--- config.mk ---
export PLATFORM = sky130hd
export DESIGN_NAME = mem_ctrl_burst
export DESIGN_NICKNAME = d
export VERILOG_FILES = /design/src/rtl/mem_ctrl_burst.sv
export SDC_FILE = /design/constraint.sdc
export NUM_CORES = 1
export LEC_CHECK = 0
export ABC_AREA = 1
export ABC_CLOCK_PERIOD_IN_PS = 3010
export BUFFER_PORTS_ARGS = -buffer_cell sky130_fd_sc_hd__clkbuf_2
export CORE_MARGIN = 4
export CORE_UTILIZATION = 60
export DETAILED_ROUTE_END_ITERATION = 6
export PLACE_DENSITY = 0.86
export RECOVER_POWER = 100
export SKIP_CTS_REPAIR_TIMING = 1
export SYNTH_ARGS = -nofsm -noshare
export SYNTH_HDL_FRONTEND = slang
export SYNTH_SLANG_ARGS = --single-unit
--- constraint.sdc ---
create_clock -name clk_in -period 3.01 [get_ports clk_in]
set_input_delay 0.301 -clock clk_in [delete_from_list [all_inputs] [get_ports clk_in]]
set_output_delay 0.301 -clock clk_in [all_outputs]
set_load 0.03 [all_outputs]
--- src/rtl/mem_ctrl_burst.sv ---
// Byte-serial RAM/UART bus controller: round-robin arbitration between ICache
// line fills and LSB loads/stores, with load extension and UART-full write stalls.
module mem_ctrl_burst #(
    parameter int          ADDR_W     = 18,
    parameter int          LINE_BYTES = 8,
    parameter logic [31:0] IO_BASE    = 32'h30000
) (
    input  logic                    clk_in,
    input  logic                    rst_n_in,
    input  logic                    rdy_in,
    input  logic                    uart_full_in,
    input  logic [7:0]              ram_din,
    output logic [7:0]              ram_dout,
    output logic [ADDR_W-1:0]       ram_a,
    output logic                    ram_rnw,
    input  logic                    ic_req,
    input  logic [31:0]             ic_addr,
    output logic                    ic_resp,
    output logic [8*LINE_BYTES-1:0] ic_line,
    input  logic                    lsb_req,
    input  logic                    lsb_we,
    input  logic [31:0]             lsb_addr,
    input  logic [1:0]              lsb_size,
    input  logic                    lsb_signed,
    input  logic [31:0]             lsb_wdata,
    output logic                    lsb_resp,
    output logic [31:0]             lsb_rdata,
    output logic [2:0]              dbg_state
);
    localparam int LINE_W = 8 * LINE_BYTES;
    localparam int CNT_W  = $clog2(LINE_BYTES) + 1;

    // Handshake: a requester raises req (level) and holds it with stable fields
    // until its resp pulses for one cycle; it then drops req during the GAP cycle.
    typedef enum logic [2:0] {IDLE, GAP, RD, WR, DONE} state_t;

    state_t              state_q, state_d;
    logic [CNT_W-1:0]    cnt_q, nbytes_q, lsb_n;
    logic [ADDR_W-1:0]   base_q, ram_a_q;
    logic [23:0]         wdata_hi_q;
    logic [1:0]          size_q;
    logic                src_ic_q, io_q, signed_q, last_ic_q, rnw_q;
    logic [7:0]          ram_dout_q, next_wbyte;
    logic                ic_resp_q, lsb_resp_q;
    logic [LINE_W-1:0]   ic_line_q, buf_q, fill_data;
    logic [31:0]         lsb_rdata_q, load_ext;
    logic                grant_ic, grant_lsb, stall;
    logic                unused_ic_addr;

    assign unused_ic_addr = ^ic_addr[31:ADDR_W];

    assign stall = (state_q == WR) && io_q && uart_full_in;

    always_comb begin
        state_d   = state_q;
        grant_ic  = 1'b0;
        grant_lsb = 1'b0;
        case (state_q)
            IDLE: begin
                if (ic_req && lsb_req) begin
                    if (last_ic_q) grant_lsb = 1'b1;
                    else           grant_ic  = 1'b1;
                end else if (ic_req) begin
                    grant_ic = 1'b1;
                end else if (lsb_req) begin
                    grant_lsb = 1'b1;
                end
                if (grant_ic)       state_d = RD;
                else if (grant_lsb) state_d = lsb_we ? WR : RD;
            end
            RD:      if (cnt_q == nbytes_q) state_d = DONE;
            WR:      if (!stall && cnt_q == nbytes_q - CNT_W'(1)) state_d = DONE;
            DONE:    state_d = GAP;
            GAP:     state_d = IDLE;
            default: state_d = IDLE;
        endcase
    end

    always_comb begin
        case (lsb_size)
            2'd0:    lsb_n = CNT_W'(1);
            2'd1:    lsb_n = CNT_W'(2);
            default: lsb_n = CNT_W'(4);
        endcase
        case (cnt_q[1:0])
            2'd0:    next_wbyte = wdata_hi_q[7:0];
            2'd1:    next_wbyte = wdata_hi_q[15:8];
            default: next_wbyte = wdata_hi_q[23:16];
        endcase
    end

    // Byte k arrives on ram_din while cnt_q == k+1; merge it into the line buffer.
    always_comb begin
        fill_data = buf_q;
        for (int k = 0; k < LINE_BYTES; k++) begin
            if (CNT_W'(k + 1) == cnt_q) fill_data[8*k +: 8] = ram_din;
        end
        case (size_q)
            2'd0:    load_ext = {{24{signed_q & fill_data[7]}}, fill_data[7:0]};
            2'd1:    load_ext = {{16{signed_q & fill_data[15]}}, fill_data[15:0]};
            default: load_ext = fill_data[31:0];
        endcase
    end

    always_ff @(posedge clk_in or negedge rst_n_in) begin
        if (!rst_n_in) begin
            state_q     <= IDLE;
            cnt_q       <= '0;
            nbytes_q    <= '0;
            base_q      <= '0;
            ram_a_q     <= '0;
            wdata_hi_q  <= '0;
            size_q      <= '0;
            src_ic_q    <= 1'b0;
            io_q        <= 1'b0;
            signed_q    <= 1'b0;
            last_ic_q   <= 1'b1;
            rnw_q       <= 1'b1;
            ram_dout_q  <= '0;
            ic_resp_q   <= 1'b0;
            lsb_resp_q  <= 1'b0;
            ic_line_q   <= '0;
            lsb_rdata_q <= '0;
            buf_q       <= '0;
        end else if (rdy_in) begin
            state_q    <= state_d;
            ic_resp_q  <= 1'b0;
            lsb_resp_q <= 1'b0;
            case (state_q)
                IDLE: begin
                    if (grant_ic || grant_lsb) begin
                        last_ic_q <= grant_ic;
                        src_ic_q  <= grant_ic;
                        cnt_q     <= '0;
                        if (grant_ic) begin
                            base_q   <= ic_addr[ADDR_W-1:0];
                            ram_a_q  <= ic_addr[ADDR_W-1:0];
                            nbytes_q <= CNT_W'(LINE_BYTES);
                            io_q     <= 1'b0;
                            rnw_q    <= 1'b1;
                        end else begin
                            base_q     <= lsb_addr[ADDR_W-1:0];
                            ram_a_q    <= lsb_addr[ADDR_W-1:0];
                            nbytes_q   <= lsb_n;
                            io_q       <= (lsb_addr >= IO_BASE);
                            wdata_hi_q <= lsb_wdata[31:8];
                            size_q     <= lsb_size;
                            signed_q   <= lsb_signed;
                            rnw_q      <= !lsb_we;
                            ram_dout_q <= lsb_we ? lsb_wdata[7:0] : 8'h00;
                        end
                    end
                end
                RD: begin
                    buf_q <= fill_data;
                    if (cnt_q == nbytes_q) begin
                        ram_a_q <= '0;
                        if (src_ic_q) begin
                            ic_line_q <= fill_data;
                            ic_resp_q <= 1'b1;
                        end else begin
                            lsb_rdata_q <= load_ext;
                            lsb_resp_q  <= 1'b1;
                        end
                    end else begin
                        cnt_q   <= cnt_q + CNT_W'(1);
                        ram_a_q <= (cnt_q + CNT_W'(1) < nbytes_q)
                                   ? base_q + ADDR_W'(cnt_q) + ADDR_W'(1) : '0;
                    end
                end
                WR: begin
                    // A stalled cycle leaves the byte index and bus registers untouched.
                    if (!stall) begin
                        if (cnt_q == nbytes_q - CNT_W'(1)) begin
                            rnw_q      <= 1'b1;
                            ram_a_q    <= '0;
                            ram_dout_q <= '0;
                            lsb_resp_q <= 1'b1;
                        end else begin
                            cnt_q      <= cnt_q + CNT_W'(1);
                            ram_a_q    <= base_q + ADDR_W'(cnt_q) + ADDR_W'(1);
                            ram_dout_q <= next_wbyte;
                        end
                    end
                end
                default: ;
            endcase
        end
    end

    assign ram_a     = ram_a_q;
    assign ram_dout  = ram_dout_q;
    assign ram_rnw   = rnw_q | stall;
    assign ic_resp   = ic_resp_q;
    assign ic_line   = ic_line_q;
    assign lsb_resp  = lsb_resp_q;
    assign lsb_rdata = lsb_rdata_q;
    assign dbg_state = state_q;
endmodule

==> results of run 1 <==
registers in the layout, indices dropped and copies added, names as in the netlist:
signal and flops:
signed_q 1, buf_q 64, rnw_q 1, io_q 1, base_q 18, wdata_hi_q 24
ic_resp 1, ram_dout 8, last_ic_q 1, lsb_resp 1, cnt_q 4, dbg_state 3
ram_a 18, ic_line 64, size_q 2, nbytes_q 4, lsb_rdata 32
per-layer routing:
metal / routed length [µm] / up-vias / track usage (%)
met2: 14500 / 453 / 45.1
met3: 2350 / 59 / 4.91
met1: 13100 / 5113 / 38.0
li1: - / 5288 / -
met5: 20 / - / 0
met4: 695 / 2 / 7.67
worst reg2reg max path: cells and delay by family, from the launching register on:
| family | cells | cell delay (ps) |
|---|---|---|
| AND/OR/NAND/NOR | 5 | 840 |
| buffers and inverters | 4 | 1300 |
| flip-flops | 1 | 440 |
cells in the mapped netlist:
cell type | count | area [µm²]
sky130_fd_sc_hd__a21oi_1 | 45 | 225
sky130_fd_sc_hd__a22oi_1 | 4 | 30.0
sky130_fd_sc_hd__a31oi_1 | 7 | 43.8
sky130_fd_sc_hd__buf_2 | 30 | 150
sky130_fd_sc_hd__buf_4 | 2 | 15.0
sky130_fd_sc_hd__buf_6 | 3 | 33.8
sky130_fd_sc_hd__clkbuf_1 | 29 | 109
sky130_fd_sc_hd__clkinv_1 | 1 | 3.75
sky130_fd_sc_hd__dfrtp_1 | 245 | 6130
sky130_fd_sc_hd__dfstp_2 | 2 | 52.6
sky130_fd_sc_hd__fa_1 | 1 | 20.0
sky130_fd_sc_hd__ha_1 | 13 | 163
sky130_fd_sc_hd__inv_1 | 121 | 454
sky130_fd_sc_hd__inv_2 | 8 | 30.0
sky130_fd_sc_hd__nand2_1 | 652 | 2450
sky130_fd_sc_hd__nand2_2 | 3 | 18.8
sky130_fd_sc_hd__nand2_4 | 1 | 11.3
sky130_fd_sc_hd__nand3_1 | 40 | 200
sky130_fd_sc_hd__nand3_2 | 1 | 10.0
sky130_fd_sc_hd__nand3b_1 | 2 | 15.0
sky130_fd_sc_hd__nand4_1 | 14 | 87.6
sky130_fd_sc_hd__nor2_1 | 108 | 405
sky130_fd_sc_hd__nor2_2 | 3 | 18.8
sky130_fd_sc_hd__nor2_4 | 1 | 11.3
sky130_fd_sc_hd__nor2_8 | 1 | 20.0
sky130_fd_sc_hd__nor3_1 | 2 | 10.0
sky130_fd_sc_hd__nor3_4 | 2 | 32.5
sky130_fd_sc_hd__nor4_1 | 2 | 12.5
sky130_fd_sc_hd__o21a_1 | 1 | 7.51
sky130_fd_sc_hd__o21ai_0 | 155 | 776
sky130_fd_sc_hd__o21ai_1 | 18 | 90.1
sky130_fd_sc_hd__o21ai_2 | 2 | 17.5
sky130_fd_sc_hd__o22ai_1 | 7 | 43.8
sky130_fd_sc_hd__or2_2 | 11 | 68.8
sky130_fd_sc_hd__xnor2_1 | 6 | 52.6
sky130_fd_sc_hd__xor2_1 | 6 | 52.6
report_power, final:
group          switching (mW)  internal, mW  total [mW]
sequential              0.645          4.26        4.90
combinational            3.35          1.31        4.66
clock                    1.26          2.07        3.34
worst paths after layout:
| kind | start | endpoint | cells past startpoint |
|---|---|---|---|
| hold / removal | lsb_wdata[28] | wdata_hi_q[20]$_DFFE_PN0P_ | 3 |
| max in group asynchronous | rst_n_in | dbg_state[2]$_DFFE_PN0P_ | 3 |
| hold reg to reg | ic_line[49]$_DFFE_PN0P_ | ic_line[49]$_DFFE_PN0P_ | 2 |
| setup / recovery | dbg_state[2]$_DFFE_PN0P_ | buf_q[37]$_DFFE_PN0P_ | 9 |
| min in group asynchronous | rst_n_in | buf_q[41]$_DFFE_PN0P_ | 2 |
| setup reg to reg | dbg_state[2]$_DFFE_PN0P_ | buf_q[37]$_DFFE_PN0P_ | 9 |
cell type report:
type	count	area, µm²
Sequential cell	247	6180
Fill cell	1541	5550
Multi-Input combinational cell	1108	4860
Timing Repair Buffer	248	1150
Clock buffer	38	797
Inverter	130	488
Tap cell	265	332
Clock inverter	6	105
kinds of logic after synthesis:
group / after synthesis / synth area share, %
compound gates: 239 / 10.4
xor+xnor: 12 / 0.885
fa+ha+maj: 14 / 1.54
buf+inv: 194 / 6.70
flops: 247 / 52.1
simple gates: 843 / 28.4
layout by cell type (no fill, tap or decap), drive strengths merged:
cell type,instances
or2,11
o22ai,7
xor2,6
a21oi,45
nor4,2
o21a,1
bufinv,3
nor2,113
o21ai,175
nand4,14
nand3b,2
ha,13
buf,6
clkinv,4
dfstp,2
inv,129
fa,1
nor3,4
a22oi,4
clkbuf,274
nand2,656
xnor2,6
dlygate4sd3,6
a31oi,7
nand3,41
dfrtp,245
through the flow:
| stage | util (%) | cell area (µm²) | power (mW) |
|---|---|---|---|
| 2_1_floorplan | - | 11900 | 8.29 |
| 3_3_place_gp | 67.8 | 13200 | 9.51 |
| 3_5_place_dp | 67.8 | 13200 | 9.72 |
| 4_1_cts | 72.4 | 14100 | 13.1 |
| 5_1_grt | 71.5 | 13900 | 13.8 |
| 6_report | 71.5 | 13900 | 12.9 |
==> impl_metrics.yaml, run 1 <==
detailed_routing:
  first_pass_iters: 5
  vias: 10900
  viasPerCell: 5.35
  routed_wl_per_cell_um: 15.0
  drt_iter0_markers: 765
  detail_route.drc_violations: 0
  antenna_violating_nets_post_route: 0
  detailed_route_wire_length_mm: 30.6
sta:
  relSlewSlack_pct: -6.17
  layout_worst_path_cycle_share_pct: 89.9
  setup_slack_ps: 303
  finalCriticalPeriod_ps: 2710
  worst_hold_slack_ps: -17.2
  skew_ps: 12.6
  clock.fmax_mhz: 369
  max_slew_violation_count: 60
  grt_setup_unrepaired: "no"
  timing.setup.tns_ps: 0
  worst_tran_pin_value_ps: 1590
  report.final.setup_viol: 0
  hold_violations: 6
floorplanning:
  initial_core_util_pct: 61.0
  core_region_area_um2: 19500
  core.rowCount: 51
  die-area_um2: 22100
  io-pin-count: 242
  floorplan.die.height_um: 149
  floorplan.die.width_um: 149
worst_setup_path:
  critical-path-slowest-cell: "sky130_fd_sc_hd__buf_4"
  cp_max_stage_delay_ps: 660
  arrival_ps: 3110
  nature_of_the_critical_path_startpoint: "register"
  critPathBufInv: 4
  crit_top_cell: "sky130_fd_sc_hd__nand2_1"
  critPathRequiredTime_ps: 3410
  worst-setup-path-type: "register to register"
  regToRegSetupSlack_ps: 300
  worst_path_dominant_cell_family: "buffers and inverters"
  critical_path_peak_fanout: 82
  cp_capture_type: "register"
  path_cells: "inv_1, nand2_1, nor2_8, nand2_1, buf_4, inv_1, clkbuf_2, nand2_1, nand2_1"
cts:
  clk-insertion-delay-late_ps: 520
  cts_htree_levels: 1
  cts.reportedPaths.clkPinSlew_ps: 60
  cts.sink_count: 247
  cts-root-buf: "sky130_fd_sc_hd__clkbuf_16"
  tritoncts: "built"
  max-clock-path-buffers: 3
  cts_buffers: 26
yosys:
  synthesis.area_um2: 11900
  synth.distinct_cells: 36
  syn-num-nets: 1677
  syn_avg_cell_area_um2: 7.66
  postSynthRegisterBits: 247
  synth.yosys.seq_area_share_pct: 52.1
  count_of_warnings_emitted_by_yosys: 0
  post_synth_inst_count: 1549
placed_design:
  detailedPlace.worstSlack_ps: 433
  dpl.hpwl_mm: 20.8
  port_buffers: 227
  place_inst: 1992
  place_congestion: 0.872
layout:
  num_antenna_cells: 0
  share_of_cells_above_drive_strength_1_pct: 9.96
  flow.area_growth_from_synthesis_pct: 17.2
  layout.nets: 1889
  instances_no_fill: 2042
pwr:
  largest_vdd_supply_drop_mv: 0.618
  total_leakage_power_nw: 7.43
  p_per_area_nw_per_um2: 927
global_route:
  grt_start_max_net_pins: 95
  antenna_found_initial: 1
  globalRouteTotalUtil_pct: 27.4
  first_global_vias: 10200
  grt_pass1_wl_mm: 50.0
  global_route.overflow_total: 0
run:
  drv.max_cap_violation_count: 2
outcome:
  status: "complete, but fails checks"
  failed_checks: "negative hold slack, max-capacitance violations, max-slew violations"
min_path:
  hp-class: "input pin to register"
Note: power is estimated with default switching activity, not from simulation.
==> run 2, diff against run 1 <==
--- a/config.mk
+++ b/config.mk
@@ -12,7 +12,7 @@
 export CORE_UTILIZATION = 60
 export DETAILED_ROUTE_END_ITERATION = 6
 export PLACE_DENSITY = 0.86
-export RECOVER_POWER = 100
+export RECOVER_POWER = 25
 export SKIP_CTS_REPAIR_TIMING = 1
 export SYNTH_ARGS = -nofsm -noshare
 export SYNTH_HDL_FRONTEND = slang
==> run 2 against run 1 <==
  * The flow finishes with violations (negative hold slack)
  * Non-clock buffer count stayed put
  * Final cell count stayed put
  * Utilization is 1.1 points higher
  * Setup slack better by 69 ps
  * Via count is 0.22% lower
  * Register-to-register slack better by 70 ps
  * Combinational power is 3% higher
  * Cell area is 1.6% higher
  * Clock skew hardly changed
  * Sequential cell count stayed put
  * Worst hold slack hardly changed
  * Critical path type unchanged
  * Largest cell class unchanged
  * Largest power group unchanged
==> impl_metrics.yaml, run 2 (synthesized netlist as in run 1, its figures left out) <==
outcome:
  status: "complete, but fails checks"
  failed_checks: "negative hold slack"
worst_setup_path:
  crit_top_cell: "sky130_fd_sc_hd__nand2_1"
  worst-setup-path-type: "register to register"
  critical-path-slowest-cell: "sky130_fd_sc_hd__dfrtp_1"
  nature_of_the_critical_path_startpoint: "register"
  path_cells: "inv_1, ha_1, nand2_1, buf_4, nand2_1, o21ai_2, nand3_2, nand2_1, o21ai_0, nand2_1"
  worstSetupPathDepth: 10
  r2r_cells: 10
  critical_path_peak_fanout: 16
  critPathRequiredTime_ps: 3460
  cp_capture_type: "register"
  worst_path_dominant_cell_family: "simple AND/OR/NAND/NOR gates"
  cp_max_stage_delay_ps: 550
  critPathBufInv: 2
  arrival_ps: 3090
floorplanning:
  die-area_um2: 22100
  initial_core_util_pct: 61.0
  floorplan.die.height_um: 149
  core.rowCount: 51
  core_region_area_um2: 19500
  floorplan.die.width_um: 149
  io-pin-count: 242
layout:
  stdcell_area_um2: 14100
  num_antenna_cells: 0
  share_of_cells_above_drive_strength_1_pct: 18.0
  final_core_util_pct: 72.6
  layout_common_cells: "652 x sky130_fd_sc_hd__nand2_1, 245 x sky130_fd_sc_hd__dfrtp_1, 228 x sky130_fd_sc_hd__clkbuf_2, 155 x sky130_fd_sc_hd__o21ai_0, 121 x sky130_fd_sc_hd__inv_1"
  n_fill_cell: 1455
  layout.nets: 1889
  seqCellArea_um2: 6180
  area_taken_by_multi_input_logic_gates_um2: 4900
  final_common_cell: "sky130_fd_sc_hd__nand2_1"
  flow.area_growth_from_synthesis_pct: 19.0
placed_design:
  dpl.hpwl_mm: 20.8
  placed_cell_area_um2: 13200
  port_buffers: 227
  place_congestion: 0.872
sta:
  grt_setup_unrepaired: "no"
  hold_violations: 5
  finalCriticalPeriod_ps: 2640
  relSlewSlack_pct: 16.3
  report.final.setup_viol: 0
  clock.fmax_mhz: 379
  layout_worst_path_cycle_share_pct: 87.7
  timing.setup.tns_ps: 0
  max_slew_violation_count: 0
  worst_tran_pin_value_ps: 1260
  worst_hold_slack_ps: -16.9
  skew_ps: 12.6
cts:
  tritoncts: "built"
  cts.sink_count: 247
  cts_htree_levels: 1
  cts.reportedPaths.clkPinSlew_ps: 60
  cts_buffers: 26
  cts-root-buf: "sky130_fd_sc_hd__clkbuf_16"
  clk-insertion-delay-late_ps: 520
  max-clock-path-buffers: 3
detailed_routing:
  viasPerCell: 5.33
  routed_wl_per_cell_um: 14.9
  drt_iter0_markers: 792
  vias: 10900
  antenna_violating_nets_post_route: 0
  first_pass_iters: 5
  detail_route.drc_violations: 0
  detailed_route_wire_length_mm: 30.5
global_route:
  first_global_vias: 10200
  global_route.overflow_total: 0
  antenna_found_initial: 1
  grt_pass1_wl_mm: 50.0
  grt_util_met1_pct: 38.0
  globalRouteTotalUtil_pct: 27.4
  grt.busiest_layer: "met2"
  grt_use_met3_pct: 4.91
  grt_start_max_net_pins: 95
  grtUsageMet2_pct: 45.1
pwr:
  finalPower_mw: 13.1
  p_per_area_nw_per_um2: 924
  largest_vdd_supply_drop_mv: 0.643
  total_leakage_power_nw: 7.86
run:
  drv.max_cap_violation_count: 0
min_path:
  hp-class: "input pin to register"
  worst_hold_path.num_cells: 3
==> run 2: cell count changes in the layout (fill, tap and decap cells not counted), sizes merged <==
cell,change
buf,+8
clkbuf,-8
==> run 2: tightest hold or removal path, stage by stage <==
cell and delay (ps):
sky130_fd_sc_hd__clkbuf_2 70, sky130_fd_sc_hd__nand2_1 40, sky130_fd_sc_hd__nand2_1 50
==> run 2: routing by layer <==
layer | part of all wire, % | wire length [µm] | vias to the layer above
li1 | - | - | 5283
met1 | 43 | 13000 | 5113
met2 | 47 | 14400 | 438
met3 | 7.8 | 2390 | 55
met4 | 2.2 | 662 | 2
met5 | 0.066 | 20 | -
==> run 2: final cells by class <==
cell class	instances	area share [%]
Timing Repair Buffer	248	9.39
Multi-Input combinational cell	1108	34.7
Sequential cell	247	43.8
Inverter	130	3.45
Tap cell	265	2.35
Clock buffer	38	5.64
Clock inverter	6	0.744
==> run 2: per-stage QoR <==
stage,setup slack [ps],hold WS [ps],instances
2_1_floorplan,1040,5.41,1549
3_3_place_gp,524,380,1992
3_5_place_dp,433,373,1992
4_1_cts,401,-169,2036
5_1_grt,124,0.0578,2042
6_report,371,-16.9,2042
==> run 2: path summary, 6_finish.rpt <==
check                                        start                         end  slack (ps)
max                           cnt_q[1]$_DFFE_PN0P_   lsb_rdata[30]$_DFFE_PN0P_         370
min                                  lsb_wdata[28]  wdata_hi_q[20]$_DFFE_PN0P_         -20
max reg2reg                   cnt_q[1]$_DFFE_PN0P_   lsb_rdata[30]$_DFFE_PN0P_         370
min reg2reg                ic_line[49]$_DFFE_PN0P_     ic_line[49]$_DFFE_PN0P_         470
max in group asynchronous                 rst_n_in     ic_line[17]$_DFFE_PN0P_         930
min in group asynchronous                 rst_n_in       buf_q[41]$_DFFE_PN0P_         390
==> run 2: power by group <==
part           switching, mW  total [mW]  leakage (nW)  internal, mW
clock network           1.26        3.34         0.448          2.07
registers              0.651        4.91          3.27          4.26
logic                   3.38        4.81          4.15          1.44
==> run 3, diff against run 2 <==
--- a/config.mk
+++ b/config.mk
@@ -5,13 +5,12 @@
 export SDC_FILE = /design/constraint.sdc
 export NUM_CORES = 1
 export LEC_CHECK = 0
-export ABC_AREA = 1
 export ABC_CLOCK_PERIOD_IN_PS = 3010
 export BUFFER_PORTS_ARGS = -buffer_cell sky130_fd_sc_hd__clkbuf_2
 export CORE_MARGIN = 4
-export CORE_UTILIZATION = 60
+export CORE_UTILIZATION = 59
 export DETAILED_ROUTE_END_ITERATION = 6
-export PLACE_DENSITY = 0.86
+export PLACE_DENSITY = 0.85
 export RECOVER_POWER = 25
 export SKIP_CTS_REPAIR_TIMING = 1
 export SYNTH_ARGS = -nofsm -noshare
==> run 3 against run 2 <==
  * The flow finishes with violations (max-capacitance violations, max-slew violations)
  * Register-to-register slack better by 50 ps
  * Cell area is 4.8% lower
  * Wire length is 8.9% lower
  * Synthesized cell count down 34%
  * Critical endpoint is now ram_a[11]$_DFFE_PN0P_
  * Largest cell class unchanged
  * Largest power group is now combinational logic
==> impl_metrics.yaml, run 3 <==
outcome:
  status: "complete, but fails checks"
  failed_checks: "max-capacitance violations, max-slew violations"
worst_setup_path:
  critical-path-slowest-cell: "sky130_fd_sc_hd__dfrtp_1"
  worst_r2r_endpoint: "ram_a[11]$_DFFE_PN0P_"
  nature_of_the_critical_path_startpoint: "register"
  worst_path_dominant_cell_family: "compound AO/OA/AOI/OAI gates"
  critPathRequiredTime_ps: 3460
  crit_top_cell: "sky130_fd_sc_hd__ha_1"
  critical_path_peak_fanout: 18
  timing.rr.start: "cnt_q[1]$_DFFE_PN0P_"
  arrival_ps: 3040
  r2r_cells: 8
  worstSetupStartpoint: "cnt_q[1]$_DFFE_PN0P_"
  cp_max_stage_delay_ps: 550
  critPathBufInv: 0
  regToRegSetupSlack_ps: 420
  cp_capture_type: "register"
  path_cells: "ha_1, xor2_1, ha_1, o21ai_0, a21oi_1, nor3_1, o2111a_2, a221o_1"
  worst-setup-path-type: "register to register"
detailed_routing:
  detailed_route_wire_length_mm: 27.8
  vias: 8649
  viasPerCell: 5.85
  first_pass_iters: 4
  detail_route.drc_violations: 0
  drt_iter0_markers: 454
  antenna_violating_nets_post_route: 0
  routed_wl_per_cell_um: 18.8
yosys:
  syn-num-nets: 1146
  syn_avg_cell_area_um2: 11.1
  netlist.area_leader.share_pct: 54.4
  postSynthRegisterBits: 247
  synth_enable_flop_cells: 0
  yosysMostFrequentCell: "sky130_fd_sc_hd__dfrtp_1"
  largest_area_contributor_in_the_synthesized_netlist: "sky130_fd_sc_hd__dfrtp_1"
  synth_common_cells: "245 x sky130_fd_sc_hd__dfrtp_1, 137 x sky130_fd_sc_hd__a21oi_1, 114 x sky130_fd_sc_hd__nor2_1"
  synth.distinct_cells: 62
  synthesis.area_um2: 11300
  synth_area_leaders: "sky130_fd_sc_hd__dfrtp_1 54%, sky130_fd_sc_hd__mux2_2 7.4%, sky130_fd_sc_hd__a21oi_1 6.1%"
  synth.yosys.seq_area_share_pct: 54.9
  count_of_warnings_emitted_by_yosys: 0
  async_flop_share_pct: 100
  yosys_most_used_dff: "sky130_fd_sc_hd__dfrtp_1"
  post_synth_inst_count: 1018
sta:
  report.final.setup_viol: 0
  clock.fmax_mhz: 386
  layout_worst_path_cycle_share_pct: 86.1
  worst_tran_pin_value_ps: 1730
  max_slew_violation_count: 66
  grt_setup_unrepaired: "no"
  finalCriticalPeriod_ps: 2590
  relSlewSlack_pct: -15.5
  timing.setup.tns_ps: 0
  skew_ps: 14.0
  hold_violations: 0
pwr:
  total_leakage_power_nw: 6.79
  p_per_area_nw_per_um2: 1140
  largest_vdd_supply_drop_mv: 0.841
  finalPower_mw: 15.3
global_route:
  grt_pass1_wl_mm: 46.0
  global_route.overflow_total: 0
  first_global_vias: 8901
  grt_start_max_net_pins: 75
  globalRouteTotalUtil_pct: 26.1
  antenna_found_initial: 0
placed_design:
  place_congestion: 0.846
  dpl.hpwl_mm: 19.2
  port_buffers: 227
floorplanning:
  core.rowCount: 50
  die-area_um2: 21400
  io-pin-count: 242
  core_region_area_um2: 18800
  floorplan.die.height_um: 146
  floorplan.die.width_um: 146
  initial_core_util_pct: 60.0
cts:
  cts.reportedPaths.clkPinSlew_ps: 60
  cts_htree_levels: 1
  cts-root-buf: "sky130_fd_sc_hd__clkbuf_16"
  cts_buffers: 25
  cts.sink_count: 247
  clk-insertion-delay-late_ps: 520
  tritoncts: "built"
  max-clock-path-buffers: 3
layout:
  layout.nets: 1355
  layout_common_cells: "245 x sky130_fd_sc_hd__dfrtp_1, 227 x sky130_fd_sc_hd__clkbuf_2, 137 x sky130_fd_sc_hd__a21oi_1, 114 x sky130_fd_sc_hd__nor2_1, 74 x sky130_fd_sc_hd__mux2_2"
  num_antenna_cells: 0
  final_common_cell: "sky130_fd_sc_hd__dfrtp_1"
  flow.area_growth_from_synthesis_pct: 19.3
  share_of_cells_above_drive_strength_1_pct: 31.3
min_path:
  min_delay_worst_endpoint: "wdata_hi_q[20]$_DFFE_PN0P_"
  worst_hold_path.num_cells: 2
  hold_start: "lsb_wdata[28]"
  hp-class: "input pin to register"
run:
  drv.max_cap_violation_count: 1
[run 3: cell types whose count changed in the layout (fill, tap and decap cells not counted), moves of 20 or more]
| cell | delta |
|---|---|
| sky130_fd_sc_hd__a21oi_1 | +92 |
| sky130_fd_sc_hd__mux2i_1 | +67 |
| sky130_fd_sc_hd__inv_1 | -107 |
| sky130_fd_sc_hd__o21ai_0 | -129 |
| sky130_fd_sc_hd__a21o_1 | +20 |
| sky130_fd_sc_hd__nand2_1 | -596 |
| sky130_fd_sc_hd__mux2_2 | +74 |
[run 3: stage by stage]
stage | instances | setup slack, ps | area [µm²] | hold WS [ps] | util, %
floorplan | 1018 | 675 | 11300 | 5.41 | -
detailed placement | 1433 | 279 | 12600 | 295 | 67.2
CTS | 1478 | 231 | 13400 | -250 | 71.6
finish | 1479 | 418 | 13400 | 18.5 | 71.6
global route | 1479 | 240 | 13400 | 7.80 | 71.6
global placement | 1433 | 388 | 12600 | 289 | 67.2
[run 3: how the worst max path moves through the flow]
| stage | cells past startpoint | to |
|---|---|---|
| 6_report | 8 | ram_a[11]$_DFFE_PN0P_ |
| 5_1_grt | 8 | ram_a[12]$_DFFE_PN0P_ |
| 4_1_cts | 8 | ram_a[11]$_DFFE_PN0P_ |
| 3_5_place_dp | 8 | ram_a[11]$_DFFE_PN0P_ |
| 3_3_place_gp | 8 | ram_a[11]$_DFFE_PN0P_ |
| 2_1_floorplan | 11 | ram_a[11]$_DFFE_PN0P_ |
[run 3: area by class of cell]
| class | instances | area, µm² |
|---|---|---|
| tap | 234 | 293 |
| inverter | 14 | 52.6 |
| timing repair buffer | 247 | 1350 |
| multi-input combinational | 692 | 4740 |
| clock buffer | 36 | 757 |
| sequential | 247 | 6180 |
| fill | 1346 | 5320 |
| clock inverter | 9 | 72.6 |
[run 3: where the power goes]
group	internal [mW]	switching, mW	total (mW)
Clock	1.83	1.27	3.09
Sequential	4.81	1.04	5.85
Combinational	2.31	4.02	6.33
[run 3: cells by family after synthesis]
kind of cell / Yosys count / share of synthesized area (%)
AO/OA/AOI/OAI: 250 / 13.8
XOR/XNOR: 22 / 1.90
adder cells (fa/ha/maj): 14 / 1.62
buffers and inverters: 79 / 3.33
flip-flops: 247 / 54.9
multiplexers: 142 / 13.4
AND/OR/NAND/NOR: 264 / 11.0
[run 3: metal layers]
metal / global-route usage [%] / routed length (µm) / up-vias
met5: 0 / 0 / -
met3: 4.44 / 1690 / 75
met2: 43.5 / 13600 / 308
met1: 34.7 / 11500 / 4253
li1: - / - / 4013
met4: 9.55 / 1030 / 0
